[src/rtl/ram_arbiter.sv]
// Two-requester front end for the single-port synchronous RAM. It clears the
// RAM after reset, then round-robins the port between A and B and returns read data.
module ram_arbiter #(
  parameter int DATA_WIDTH = 8,
  parameter int ADDR_WIDTH = 4
) (
  input  logic                  clk,
  input  logic                  rst_n,
  input  logic                  a_valid,
  output logic                  a_ready,
  input  logic                  a_we,
  input  logic [ADDR_WIDTH-1:0] a_addr,
  input  logic [DATA_WIDTH-1:0] a_wdata,
  output logic                  a_rsp_valid,
  input  logic                  b_valid,
  output logic                  b_ready,
  input  logic                  b_we,
  input  logic [ADDR_WIDTH-1:0] b_addr,
  input  logic [DATA_WIDTH-1:0] b_wdata,
  output logic                  b_rsp_valid,
  output logic [DATA_WIDTH-1:0] rsp_rdata,
  output logic                  ram_we,
  output logic [ADDR_WIDTH-1:0] ram_addr,
  output logic [DATA_WIDTH-1:0] ram_din,
  input  logic [DATA_WIDTH-1:0] ram_dout,
  output logic                  init_done,
  output logic [1:0]            dbg_state
);

  typedef enum logic [1:0] {
    ST_WAIT = 2'd0,
    ST_INIT = 2'd1,
    ST_RUN  = 2'd2
  } state_t;

  localparam logic [ADDR_WIDTH-1:0] LAST_ADDR = {ADDR_WIDTH{1'b1}};

  state_t                  state_q, state_d;
  logic [ADDR_WIDTH-1:0]   cnt_q, cnt_d;
  logic                    prio_b_q, prio_b_d;   // 1: B wins a tie
  logic                    a_rsp_q, a_rsp_d;
  logic                    b_rsp_q, b_rsp_d;
  logic                    init_done_q, init_done_d;
  logic [ADDR_WIDTH-1:0]   addr_q;
  logic [DATA_WIDTH-1:0]   din_q;

  // Handshake: a request transfers in any cycle where x_valid && x_ready.
  // x_ready is the combinational grant and may depend on x_valid; a requester
  // must hold its request stable while valid is high and ready is low, and
  // must take read data in the single cycle its x_rsp_valid is high.
  always_comb begin
    state_d     = state_q;
    cnt_d       = cnt_q;
    prio_b_d    = prio_b_q;
    a_rsp_d     = 1'b0;
    b_rsp_d     = 1'b0;
    a_ready     = 1'b0;
    b_ready     = 1'b0;
    ram_we      = 1'b0;
    ram_addr    = addr_q;
    ram_din     = din_q;
    init_done_d = (state_q == ST_RUN);
    case (state_q)
      ST_WAIT: begin
        ram_addr = '0;
        ram_din  = '0;
        state_d  = ST_INIT;
      end
      ST_INIT: begin
        ram_we   = 1'b1;
        ram_addr = cnt_q;
        ram_din  = '0;
        cnt_d    = cnt_q + 1'b1;
        if (cnt_q == LAST_ADDR) state_d = ST_RUN;
      end
      ST_RUN: begin
        a_ready = a_valid & (~b_valid | ~prio_b_q);
        b_ready = b_valid & (~a_valid | prio_b_q);
        if (a_ready) begin
          ram_we   = a_we;
          ram_addr = a_addr;
          ram_din  = a_wdata;
          a_rsp_d  = ~a_we;
          prio_b_d = 1'b1;
        end else if (b_ready) begin
          ram_we   = b_we;
          ram_addr = b_addr;
          ram_din  = b_wdata;
          b_rsp_d  = ~b_we;
          prio_b_d = 1'b0;
        end
      end
      default: state_d = ST_WAIT;
    endcase
  end

  // addr_q/din_q remember the last value driven so an idle RUN cycle holds the bus.
  always_ff @(posedge clk or negedge rst_n) begin
    if (!rst_n) begin
      state_q     <= ST_WAIT;
      cnt_q       <= '0;
      prio_b_q    <= 1'b0;
      a_rsp_q     <= 1'b0;
      b_rsp_q     <= 1'b0;
      init_done_q <= 1'b0;
      addr_q      <= '0;
      din_q       <= '0;
    end else begin
      state_q     <= state_d;
      cnt_q       <= cnt_d;
      prio_b_q    <= prio_b_d;
      a_rsp_q     <= a_rsp_d;
      b_rsp_q     <= b_rsp_d;
      init_done_q <= init_done_d;
      addr_q      <= ram_addr;
      din_q       <= ram_din;
    end
  end

  assign a_rsp_valid = a_rsp_q;
  assign b_rsp_valid = b_rsp_q;
  assign rsp_rdata   = ram_dout;
  assign init_done   = init_done_q;
  assign dbg_state   = state_q;

endmodule
[config.mk]
export PLATFORM = sky130hd
export DESIGN_NAME = ram_arbiter
export DESIGN_NICKNAME = d
export VERILOG_FILES = /design/src/rtl/ram_arbiter.sv
export SDC_FILE = /design/constraint.sdc
export NUM_CORES = 1
export LEC_CHECK = 0
export ABC_CLOCK_PERIOD_IN_PS = 3600
export CORE_MARGIN = 2
export CORE_UTILIZATION = 35
export CTS_BUF_LIST = sky130_fd_sc_hd__clkbuf_8 sky130_fd_sc_hd__clkbuf_16
export DETAILED_ROUTE_END_ITERATION = 6
export GPL_TIMING_DRIVEN = 0
export PLACE_DENSITY = 0.79
export SLEW_MARGIN = 20
export SYNTH_ARGS = -nofsm -noshare
export SYNTH_HDL_FRONTEND = slang
export SYNTH_SLANG_ARGS = --single-unit
[constraint.sdc]
create_clock -name clk -period 3.6 [get_ports clk]
set_clock_uncertainty 0.15 [all_clocks]
set_input_delay 0.54 -clock clk [delete_from_list [all_inputs] [get_ports clk]]
set_output_delay 0.54 -clock clk [all_outputs]
set_load 0.005 [all_outputs]
* Yosys cells after proc, flatten, opt, wreduce, memory -nomap -nowiden
Index checks and enable logic that the tools add are counted. Widths: inputs -> output; s select.
Storage, ports and cells: input port bits 38, output and inout port bits 28, logic and storage cells 48, register bits 22
Operators by class: bitwise gates (word level) 10, multiplexer cells 20, $add $sub $neg 1, equality and inequality tests 4, reduce and logical (&&, ||, !) cells 5
Operators by type and width (count):
- $mux 8 | 2
- $pmux 8 s2 | 1
- $pmux 4 s3 | 1
- $mux 1 | 11
- $mux 4 | 2
- $not 1->1 | 6
- $pmux 2 s3 | 1
- $add 4x1->4 const B | 1
- $eq 4x4->1 const B | 1
- $reduce_and 2->1 | 2
- $and 1x1->1 | 2
- $eq 2x1->1 const B | 1
- $eq 2x2->1 const B | 1
- $logic_not 2->1 | 1
- $mux 2 | 1
- $ne 2x2->1 const B | 1
- $or 1x1->1 | 2
- $pmux 1 s2 | 1
- $reduce_bool 2->1 | 1
- $reduce_or 2->1 | 1

* Logic depth before layout (Yosys ltp)
Gate-level depths: netlist of the first run.
depth after elaboration 6, depth in mapped cells 7, mapped depth without buffers 5

* Least setup slack after synthesis of the first run
No wires, ideal clock.
path type flip-flop to output port, start point register state_q[0] (netlist: dbg_state[0]), end point output ram_din[0], data arrival time 1.457 ns, setup slack 1.453 ns, stages on the path, launching flop included 8, path buffers 2, cells stage by stage dfrtp_1 > inv_1 > ha_1 > buf_4 > and2b_2 > buf_6 > o21ai_1 > a221oi_1
Between the ends: elaborated cells between the ends (all ways) 5
RTL lines:
- start, declared | line 38 | state_t state_q, state_d;
- start signal, assigned | line 109 | state_q <= state_d;
- $eq 2x2->1
- named net init_done_d | line 43 | logic init_done_q, init_done_d;
- $pmux 8 s2 | line 63 | case (state_q)
- end, declared | line 24 | output logic [DATA_WIDTH-1:0] ram_din,
The timed path passes the listed nets, and every way through them passes these cells.

* Worst setup path in the final report of the first run
start point input b_valid, end point output ram_din[5]
Between the ends: longest elaborated chain between the ends 5, elaborated cells between the ends (all ways) 7
RTL lines:
- start, declared | line 15 | input logic b_valid,
- $not 1->1 | line 77 | a_ready = a_valid & (~b_valid | ~prio_b_q);
- $or 1x1->1 | line 77
- $and 1x1->1 | line 77
- $mux 8 (*) | line 79 | if (a_ready) begin
- $pmux 8 s2 (*) | line 63
Every way passes the cells marked *; elsewhere a longest branch is shown, timed or not.

==> metrics.yaml, run 1 <==
outcome: "finished, final reports clean"
worstSkewPairLatency_ns: 0.27
synth_area_leader_cell: "dfrtp_1"
vias: 1309
leakage_uw: 0.000801
setup-tns-final_ns: 0
crit_arrival_ns: 2.49
required_ns: 2.91
ant_nets: 0
dp_slack_ns: 0.418
setup_violations: 0
cts_buffers: 3
synth_common_cells: "dfrtp_1 (22), a221oi_1 (16), nand2_1 (12), a21oi_1 (10), buf_4 (10)"
async_flop_share_pct: 100
tightest_slew_ns: 0.507
hold_viol_final: 0
worstRegToRegCells: 4
fill_cells: 336
synth_top_area_share_pct: 42.6
critPathMaxFanout: 10
dieArea_um2: 4200
gp_congestion: 0.797
r2r_slack_ns: 1.70
grt_pass1_wl_um: 5720
r2r_end: "din_q[5]$_DFF_PN0_"
routed_wl_um: 3580
power.density_nw_per_um2: 318
cts_tree: "done"
synth_area_leaders: "dfrtp_1 (43%), a221oi_1 (11%), buf_4 (5.8%), ha_1 (4.8%), a21oi_1 (3.9%)"
rsz0062_at_grt: "false"
rr_startpoint: "dbg_state[1]$_DFFE_PN0P_"
path_clk_slew_ns: 0.09
crit_type: "input port to primary output"
grt_overflow: 0
syn_nets: 175
cts_setup_buffers: 0
stdcell_area_um2: 1970
rows: 22
period_minus_slack_ns: 3.18
ctsHoldBuffers: 0
clockBufferDepth: 2
antenna_found_initial: 0
final_nets: 237
place_area_um2: 1920
maxSlewViolCount: 0
cp_slowest_cell: "clkdlybuf4s50_1"
vdd.ir_drop.worst_mv: 0.198
drt_iter0_markers: 128
crit_path_end_kind: "primary output"
syn_avg_cell_area_um2: 9.80
wl_per_cell_um: 14.8
synthCells: 132
dpl.hpwl_um: 2560
yosysUniqueCellTypes: 33
syn_area_um2: 1290
fp.dieW_um: 64.8
cts_resized: 0
hp-class: "input port to asynchronous set/reset pin"
maxSlewHeadroom_pct: 66.2
grt_pass1_vias: 1240
synth_edf_count: 0
final.setup.worst_slack_ns: 0.417
ys_ff_latch: 22
port_buffers: 57
timing.critical_path.cells: "clkdlybuf4s50_1 > clkbuf_1 > a221oi_1 > a221oi_1 > clkdlybuf4s50_1"
chipHeight_um: 64.8
critPathLaunchType: "input port"
syn2layout_area_growth_pct: 52.6
grt_use_total_pct: 17.9
initial_core_util_pct: 35.9
yosysWarningCount: 0
drive_above_1_share_pct: 13.0
max_freq_mhz: 314
power_uw: 627
maxCapViolations: 0
drt_pass1_iterations: 4
cts_root_buffer: "clkbuf_8"
diodes: 0
slowest_delay_ns: 0.58
pin_count: 66
ys.flop_type: "dfrtp_1"
fin_crit_sh_pct: 88.4
grt_max_degree: 23
ctsHtreeMaxLevel: 1
drc: 0
cts_sinks: 22
post-synth-top-count-cell: "dfrtp_1"
via_per_inst: 5.43
core_um2: 3610
synth_seq_area_share_pct: 42.6
cell type report:
cell class	instances	area, um^2	share of cell area (%)
flip-flops and latches	22	551	27.9
multi-input cells	90	619	31.4
inverters	3	11.3	0.570
well taps	48	60.1	3.04
clock buffers	4	55.1	2.79
repair buffers	57	566	28.6
plain buffers	17	113	5.70
worst max-delay path by stage:
stage          cells past startpoint         end  slack [ns]                startpoint
6_report                           5  ram_din[5]        0.42                   b_valid
4_1_cts                            5  ram_din[6]        0.42                   b_valid
3_5_place_dp                       5  ram_din[6]        0.42                   b_valid
2_1_floorplan                      7  ram_din[0]        1.45  dbg_state[0]$_DFFE_PN0P_
3_3_place_gp                       5  ram_din[5]        0.44                   b_valid
5_1_grt                            5  ram_din[6]        0.21  dbg_state[1]$_DFFE_PN0P_
per-stage QoR:
stage	hold WS [ns]	util, %	cells
after floorplan	0.0944	-	132
after global placement	0.347	53.4	237
after detailed placement	0.341	53.4	237
after CTS	0.359	54.9	241
after global routing	0.105	54.8	241
final	0.0723	54.8	241
critical path: cells and delay by family:
| family | cells | cell delay [ns] |
|---|---|---|
| AO/OA/AOI/OAI | 2 | 0.41 |
| buffers and inverters | 3 | 1.54 |
state kept, by name, indices dropped and copies added (netlist names):
register,count
prio_b_q,1
din_q,8
init_done,1
addr_q,4
dbg_state,2
b_rsp_valid,1
a_rsp_valid,1
cnt_q,4
report_power, final:
| group | switching (uW) | total, uW | internal (uW) |
|---|---|---|---|
| Sequential | 14.8 | 282 | 267 |
| Clock | 85.3 | 183 | 97.8 |
| Combinational | 60.6 | 162 | 102 |
per-layer routing:
layer  global-route usage, %  routed length (um)  share of wire [%]  vias to the layer above
li1                        -                   -                  -                      619
met1                    22.6                1530                 43                      632
met2                    28.6                1720                 48                       53
met3                    5.03                 272                7.6                        5
met4                    7.18                  54                1.5                        0
met5                       0                   0                  0                        -
logic make-up after synthesis:
group / after synthesis / synth area share [%]
buffers and inverters: 20 / 9.57
xor gates and xnor gates: 3 / 2.03
DFF: 22 / 42.6
AOI/OAI and AO/OA: 54 / 28.8
adders and majority gates: 5 / 4.84
muxes: 2 / 1.74
and+or+nand+nor: 26 / 10.4
placed cells by master (no fill, tap or decap), types with 2 or more instances in the layout:
master and count:
nand2_1 12, o21ai_0 6, inv_1 3, a22oi_1 3
nand4_1 2, clkdlybuf4s50_1 56, o32ai_1 4, xnor2_1 2
clkbuf_1 3, o21ai_1 9, nor2b_1 3, ha_1 5
a221oi_1 16, buf_4 10, nand2b_1 2, and3_1 2
dfrtp_1 22, a21oi_1 10, mux2_2 2, clkbuf_8 4
buf_2 3
Note: power is estimated with default switching activity, not from simulation.
==> run 2: changes to the inputs <==
--- a/constraint.sdc
+++ b/constraint.sdc
@@ -4,2 +4,2 @@
 set_output_delay 0.54 -clock clk [all_outputs]
-set_load 0.005 [all_outputs]
+set_load 0.05 [all_outputs]
==> run 2 against run 1 <==
  * First-iteration DRC count down 16%
  * Routed wire length is 0.64% lower
  * Final cell count unchanged
  * Register-to-register slack barely moved
  * Worst hold slack hardly changed
  * Power rose by 14%
  * Critical path depth did not move
  * Setup slack got worse by 0.29 ns
  * Cell area is 0.63% higher
  * Clock power about the same
  * Sequential cell count stayed put
  * Clock-buffer cell count stayed put
==> metrics.yaml, run 2 (synthesis results as in run 1) <==
crit_path_end_kind: "primary output"
drive_above_1_share_pct: 13.0  # unchanged
largest_reg_flops: 8  # unchanged
cts_sinks: 22  # unchanged
critPathLaunch: "b_valid"
final.setup.worst_slack_ns: 0.125  # -0.292 ns
hp-class: "input port to asynchronous set/reset pin"
outcome: "finished, final reports clean"
grt_pass1_wl_um: 5720  # unchanged
final_common_cell: "clkdlybuf4s50_1"
final_nets: 237  # unchanged
top_register: "din_q"
path_clk_slew_ns: 0.09  # about the same
chipHeight_um: 64.8  # unchanged
dieArea_um2: 4200  # unchanged
dp_slack_ns: 0.117  # -0.301 ns
setup_violations: 0  # unchanged
rsz0062_at_grt: "false"
swShare_pct: 35.0  # +9.4 points
grt_pass1_vias: 1240  # unchanged
cts_tree: "done"
core_um2: 3610  # unchanged
rr_startpoint: "dbg_state[1]$_DFFE_PN0P_"
cts_setup_buffers: 0  # unchanged
r2r_slack_ns: 1.71  # about the same
clock_power_share_pct: 25.3  # -3.9 points
fp.dieW_um: 64.8  # unchanged
initial_core_util_pct: 35.9  # unchanged
timing.critical_path.cells: "clkdlybuf4s50_1 > clkbuf_1 > a221oi_1 > a221oi_1 > clkdlybuf4s50_1"
combPwrFrac_pct: 35.4  # +9.5 points
crit_arrival_ns: 2.78  # +0.29 ns
cp_slowest_cell: "clkdlybuf4s50_1"
worst-path-buf-inv: 3  # unchanged
wl_per_cell_um: 14.7  # -0.64%
antenna_found_initial: 0  # unchanged
final_cell_mix: "clkdlybuf4s50_1 (51), dfrtp_1 (22), a221oi_1 (16)"
syn2layout_area_growth_pct: 53.6
worstSkewPairLatency_ns: 0.27  # about the same
fill_cells: 332  # -1.2%
grt_use_total_pct: 17.9  # unchanged
ctsHtreeMaxLevel: 1  # unchanged
via_per_inst: 5.40  # -0.53%
diodes: 0  # unchanged
port_buffers: 57  # unchanged
required_ns: 2.91  # about the same
layout_top_registers: "din_q: 8 flops, addr_q: 4 flops, cnt_q: 4 flops"
critPathMaxFanout: 10  # unchanged
rows: 22  # unchanged
ant_nets: 0  # unchanged
setup-tns-final_ns: 0  # unchanged
fin_crit_sh_pct: 96.5  # +8.1 points
drc: 0  # unchanged
p_seq_share_pct: 39.3  # -5.7 points
power.density_nw_per_um2: 361  # +14%
vias: 1302  # -0.53%
maxCapViolations: 0  # unchanged
gp_congestion: 0.797  # unchanged
maxSlewHeadroom_pct: 65.1  # -1.2 points
routed_wl_um: 3550  # -0.64%
period_minus_slack_ns: 3.47  # +0.292 ns
clockBufferDepth: 2  # unchanged
hold_viol_final: 0  # unchanged
power_switching_uw: 251  # +57%
cts_buffers: 3  # unchanged
power.internal_uw: 466  # -0.12%
drt_iter0_markers: 107  # -16%
drt_pass1_iterations: 4  # unchanged
crit_type: "input port to primary output"
cts_root_buffer: "clkbuf_8"
ctsHoldBuffers: 0  # unchanged
critPathLaunchType: "input port"
grt_overflow: 0  # unchanged
maxSlewViolCount: 0  # unchanged
max_freq_mhz: 288  # -8.4%
slowest_delay_ns: 0.87  # +0.29 ns
leakage_uw: 0.000845  # +5.5%
grt_max_degree: 23  # unchanged
dpl.hpwl_um: 2560  # unchanged
tightest_slew_ns: 0.523  # +0.0164 ns
cts_resized: 0  # unchanged
pin_count: 66  # unchanged
path_delay_family: "buffers and inverters"
vdd.ir_drop.worst_mv: 0.211  # +6.2%
## run 2: cell type report
class | count | area [um^2] | area share (%)
buffer | 17 | 113 | 5.67
multi-input combinational | 90 | 619 | 31.2
inverter | 3 | 11.3 | 0.567
tap | 48 | 60.1 | 3.02
sequential | 22 | 551 | 27.7
timing repair buffer | 57 | 578 | 29.1
clock buffer | 4 | 55.1 | 2.77
## run 2: power groups by stage
| stage | sequential [uW] | combinational (uW) | clock [uW] |
|---|---|---|---|
| finish | 282 | 254 | 182 |
| global route | 284 | 267 | 199 |
| CTS | 281 | 257 | 190 |
| detailed placement | 286 | 256 | 0 |
| global placement | 285 | 255 | 0 |
| floorplan | 288 | 151 | 0 |
## run 2: metal layers
| metal | routed length (um) | global-route usage [%] | vias up | part of all wire (%) |
|---|---|---|---|---|
| met3 | 272 | 5.03 | 2 | 7.7 |
| met4 | 29 | 7.18 | 0 | 0.82 |
| met5 | 0 | 0 | - | 0 |
| li1 | - | - | 621 | - |
| met1 | 1500 | 22.6 | 625 | 42 |
| met2 | 1750 | 28.6 | 54 | 49 |
## run 2: path summary, 6_finish.rpt
kind	end	cells after the start
worst max-delay path	ram_din[2]	5
worst min-delay path	din_q[7]$_DFF_PN0_	1
worst max register to register	din_q[5]$_DFF_PN0_	4
worst min register to register	cnt_q[3]$_DFFE_PN0P_	1
max in group asynchronous	cnt_q[0]$_DFFE_PN0P_	1
min in group clk	cnt_q[3]$_DFFE_PN0P_	1
## run 2: worst reg2reg max path, stage by stage (launching register included)
cell      delay, ns
dfrtp_1        0.42
ha_1           0.31
clkbuf_1       0.43
nand2_1        0.10
a221oi_1       0.36
## run 2: per-stage QoR
stage	util, %	total power (uW)	hold slack, ns	instance area, um^2	cells
after floorplan	-	439	0.0944	1290	132
after global placement	53.4	540	0.347	1920	237
after detailed placement	53.4	542	0.341	1920	237
after CTS	54.9	728	0.359	1980	241
after global routing	55.1	751	0.105	1990	241
final	55.1	718	0.0723	1990	241
==> run 3: changes to the inputs <==
CORE_UTILIZATION = 43   (was 35)
PLACE_DENSITY = 0.93   (was 0.79)
==> run 3 against run 2 <==
  * The flow now finishes with violations (DRC)
  * Combinational power is essentially flat
  * Non-clock buffer count unchanged
  * Core utilization rose by 16 points
  * First-iteration DRC count fell by 2.8%
  * Critical path depth unchanged
  * Worst hold slack improved by 0.018 ns
  * Sequential cell count is the same
  * Clock power up 24%
  * Critical endpoint is now ram_din[6]
  * Largest cell class unchanged
==> metrics.yaml, run 3 (synthesis results as in run 1) <==
pin_count: 66  # unchanged
critPathMaxFanout: 10  # unchanged
power_switching_uw: 249  # -1.1%
wl_per_cell_um: 16.9  # +15%
worstRegToRegCells: 7  # +3
final_common_cell: "clkdlybuf4s50_1"
routed_wl_um: 3800  # +6.9%
maxSlewViolCount: 0  # unchanged
fill_cells: 206  # -38%
hp-class: "input port to asynchronous set/reset pin"
grt_max_degree: 23  # unchanged
dpl.hpwl_um: 2860  # +12%
core_um2: 2810  # -22%
clockBufferDepth: 2  # unchanged
vdd.ir_drop.worst_mv: 0.297  # +41%
diodes: 0  # unchanged
worstSkewPairLatency_ns: 0.26  # about the same
power.internal_uw: 517  # +11%
gp_congestion: 0.813  # +2.0%
required_ns: 2.91  # about the same
cts_tree: "done"
cts_setup_buffers: 0  # unchanged
grt_use_total_pct: 22.9  # +5.0 points
dieArea_um2: 3460  # -18%
ctsHtreeMaxLevel: 1  # unchanged
max_freq_mhz: 286  # -0.57%
final_cell_mix: "clkdlybuf4s50_1 (49), dfrtp_1 (22), a221oi_1 (16)"
maxSlewHeadroom_pct: 64.7  # -0.34 points
swShare_pct: 32.5  # -2.5 points
largest_reg_flops: 8  # unchanged
cts_resized: 0  # unchanged
cts_buffers: 3  # unchanged
violations: "DRC"
critPathLaunchType: "input port"
rsz0062_at_grt: "false"
power.density_nw_per_um2: 385  # +6.6%
outcome: "complete, but fails checks"
clock_power_share_pct: 29.5  # +4.2 points
port_buffers: 57  # unchanged
drt_pass1_iterations: 6  # +2
leakage_uw: 0.000869  # +2.9%
period_minus_slack_ns: 3.49  # +0.0200 ns
dp_slack_ns: 0.0766  # -0.0405 ns
crit_path_end_kind: "primary output"
crit_arrival_ns: 2.80  # +0.02 ns
initial_core_util_pct: 46.1  # +10 points
drt_iter0_markers: 104  # -2.8%
via_per_inst: 5.96  # +10%
chipHeight_um: 58.9  # -9.2%
grt_pass1_wl_um: 6130  # +7.1%
final_nets: 237  # unchanged
ant_nets: 0  # unchanged
syn2layout_area_growth_pct: 53.6  # unchanged
setup-tns-final_ns: 0  # unchanged
p_seq_share_pct: 36.9  # -2.4 points
antenna_found_initial: 0  # unchanged
tightest_slew_ns: 0.528  # +0.00432 ns
drc: 3  # +3
drive_above_1_share_pct: 13.0  # unchanged
hold_viol_final: 0  # unchanged
setup_violations: 0  # unchanged
maxCapViolations: 0  # unchanged
vias: 1335  # +2.5%
path_clk_slew_ns: 0.08  # about the same
fin_crit_sh_pct: 97.1  # +0.56 points
rows: 19  # -14%
top_register: "din_q"
final.setup.worst_slack_ns: 0.105  # -0.0200 ns
ctsHoldBuffers: 0  # unchanged
layout_top_registers: "din_q: 8 flops, addr_q: 4 flops, cnt_q: 4 flops"
cts_sinks: 22  # unchanged
crit_type: "input port to primary output"
combPwrFrac_pct: 33.6  # -1.8 points
grt_overflow: 0  # unchanged
cts_root_buffer: "clkbuf_8"
grt_pass1_vias: 1399  # +13%
fp.dieW_um: 58.9  # -9.2%
run 3: cell types whose count changed in the layout (fill, tap and decap cells not counted), sizes merged:
| cell | previous run | this run |
|---|---|---|
| bufinv | 0 | 1 |
| clkdlybuf4s50 | 51 | 49 |
| clkbuf | 8 | 7 |
| dlymetal6s2s | 5 | 7 |
run 3: per-stage QoR:
step	power (uW)	std cells	util, %	hold slack (ns)	cell area (um^2)
floorplan	439	132	-	0.0944	1290
global placement	537	220	67.8	0.345	1900
detailed placement	544	220	67.8	0.363	1900
CTS	771	224	70.4	0.383	1970
global route	797	224	70.8	0.117	1990
finish	765	224	70.8	0.0906	1990
run 3: routing by layer:
layer / track usage [%] / vias to the layer above / share of wire [%]
met4: 6.49 / 0 / 0.82
met2: 42.2 / 73 / 51
met3: 3.30 / 6 / 8.4
met1: 27.5 / 640 / 39
met5: 0 / - / 0
li1: - / 616 / -
run 3: final cells by class:
class | count | area, um^2 | area share (%)
Inverter | 3 | 11.3 | 0.567
Clock buffer | 3 | 41.3 | 2.08
Sequential cell | 22 | 551 | 27.7
Tap cell | 31 | 38.8 | 1.95
Clock inverter | 1 | 30.0 | 1.51
Multi-Input combinational cell | 90 | 619 | 31.2
Buffer | 17 | 113 | 5.67
Timing Repair Buffer | 57 | 583 | 29.3
run 3: critical path, stage by stage:
cell and delay (ns):
clkdlybuf4s50_1 0.55, clkbuf_1 0.44, a221oi_1 0.09, a221oi_1 0.31, clkdlybuf4s50_1 0.87
run 3: power groups by stage:
stage | registers [uW] | logic, uW | clock network [uW]
2_1_floorplan | 288 | 151 | 0
3_3_place_gp | 284 | 252 | 0
3_5_place_dp | 286 | 258 | 0
4_1_cts | 282 | 259 | 230
5_1_grt | 285 | 270 | 242
6_report | 282 | 257 | 226
run 3: path summary, 6_finish.rpt:
| path | to | slack (ns) | startpoint |
|---|---|---|---|
| setup / recovery | ram_din[6] | 0.11 | b_valid |
| hold / removal | dbg_state[1]$_DFFE_PN0P_ | 0.09 | rst_n |
| setup reg to reg | din_q[3]$_DFF_PN0_ | 1.65 | dbg_state[0]$_DFFE_PN0P_ |
| hold reg to reg | cnt_q[3]$_DFFE_PN0P_ | 0.38 | cnt_q[3]$_DFFE_PN0P_ |
| max in group asynchronous | prio_b_q$_DFFE_PN0P_ | 2.87 | rst_n |
| min in group clk | cnt_q[3]$_DFFE_PN0P_ | 0.38 | cnt_q[3]$_DFFE_PN0P_ |
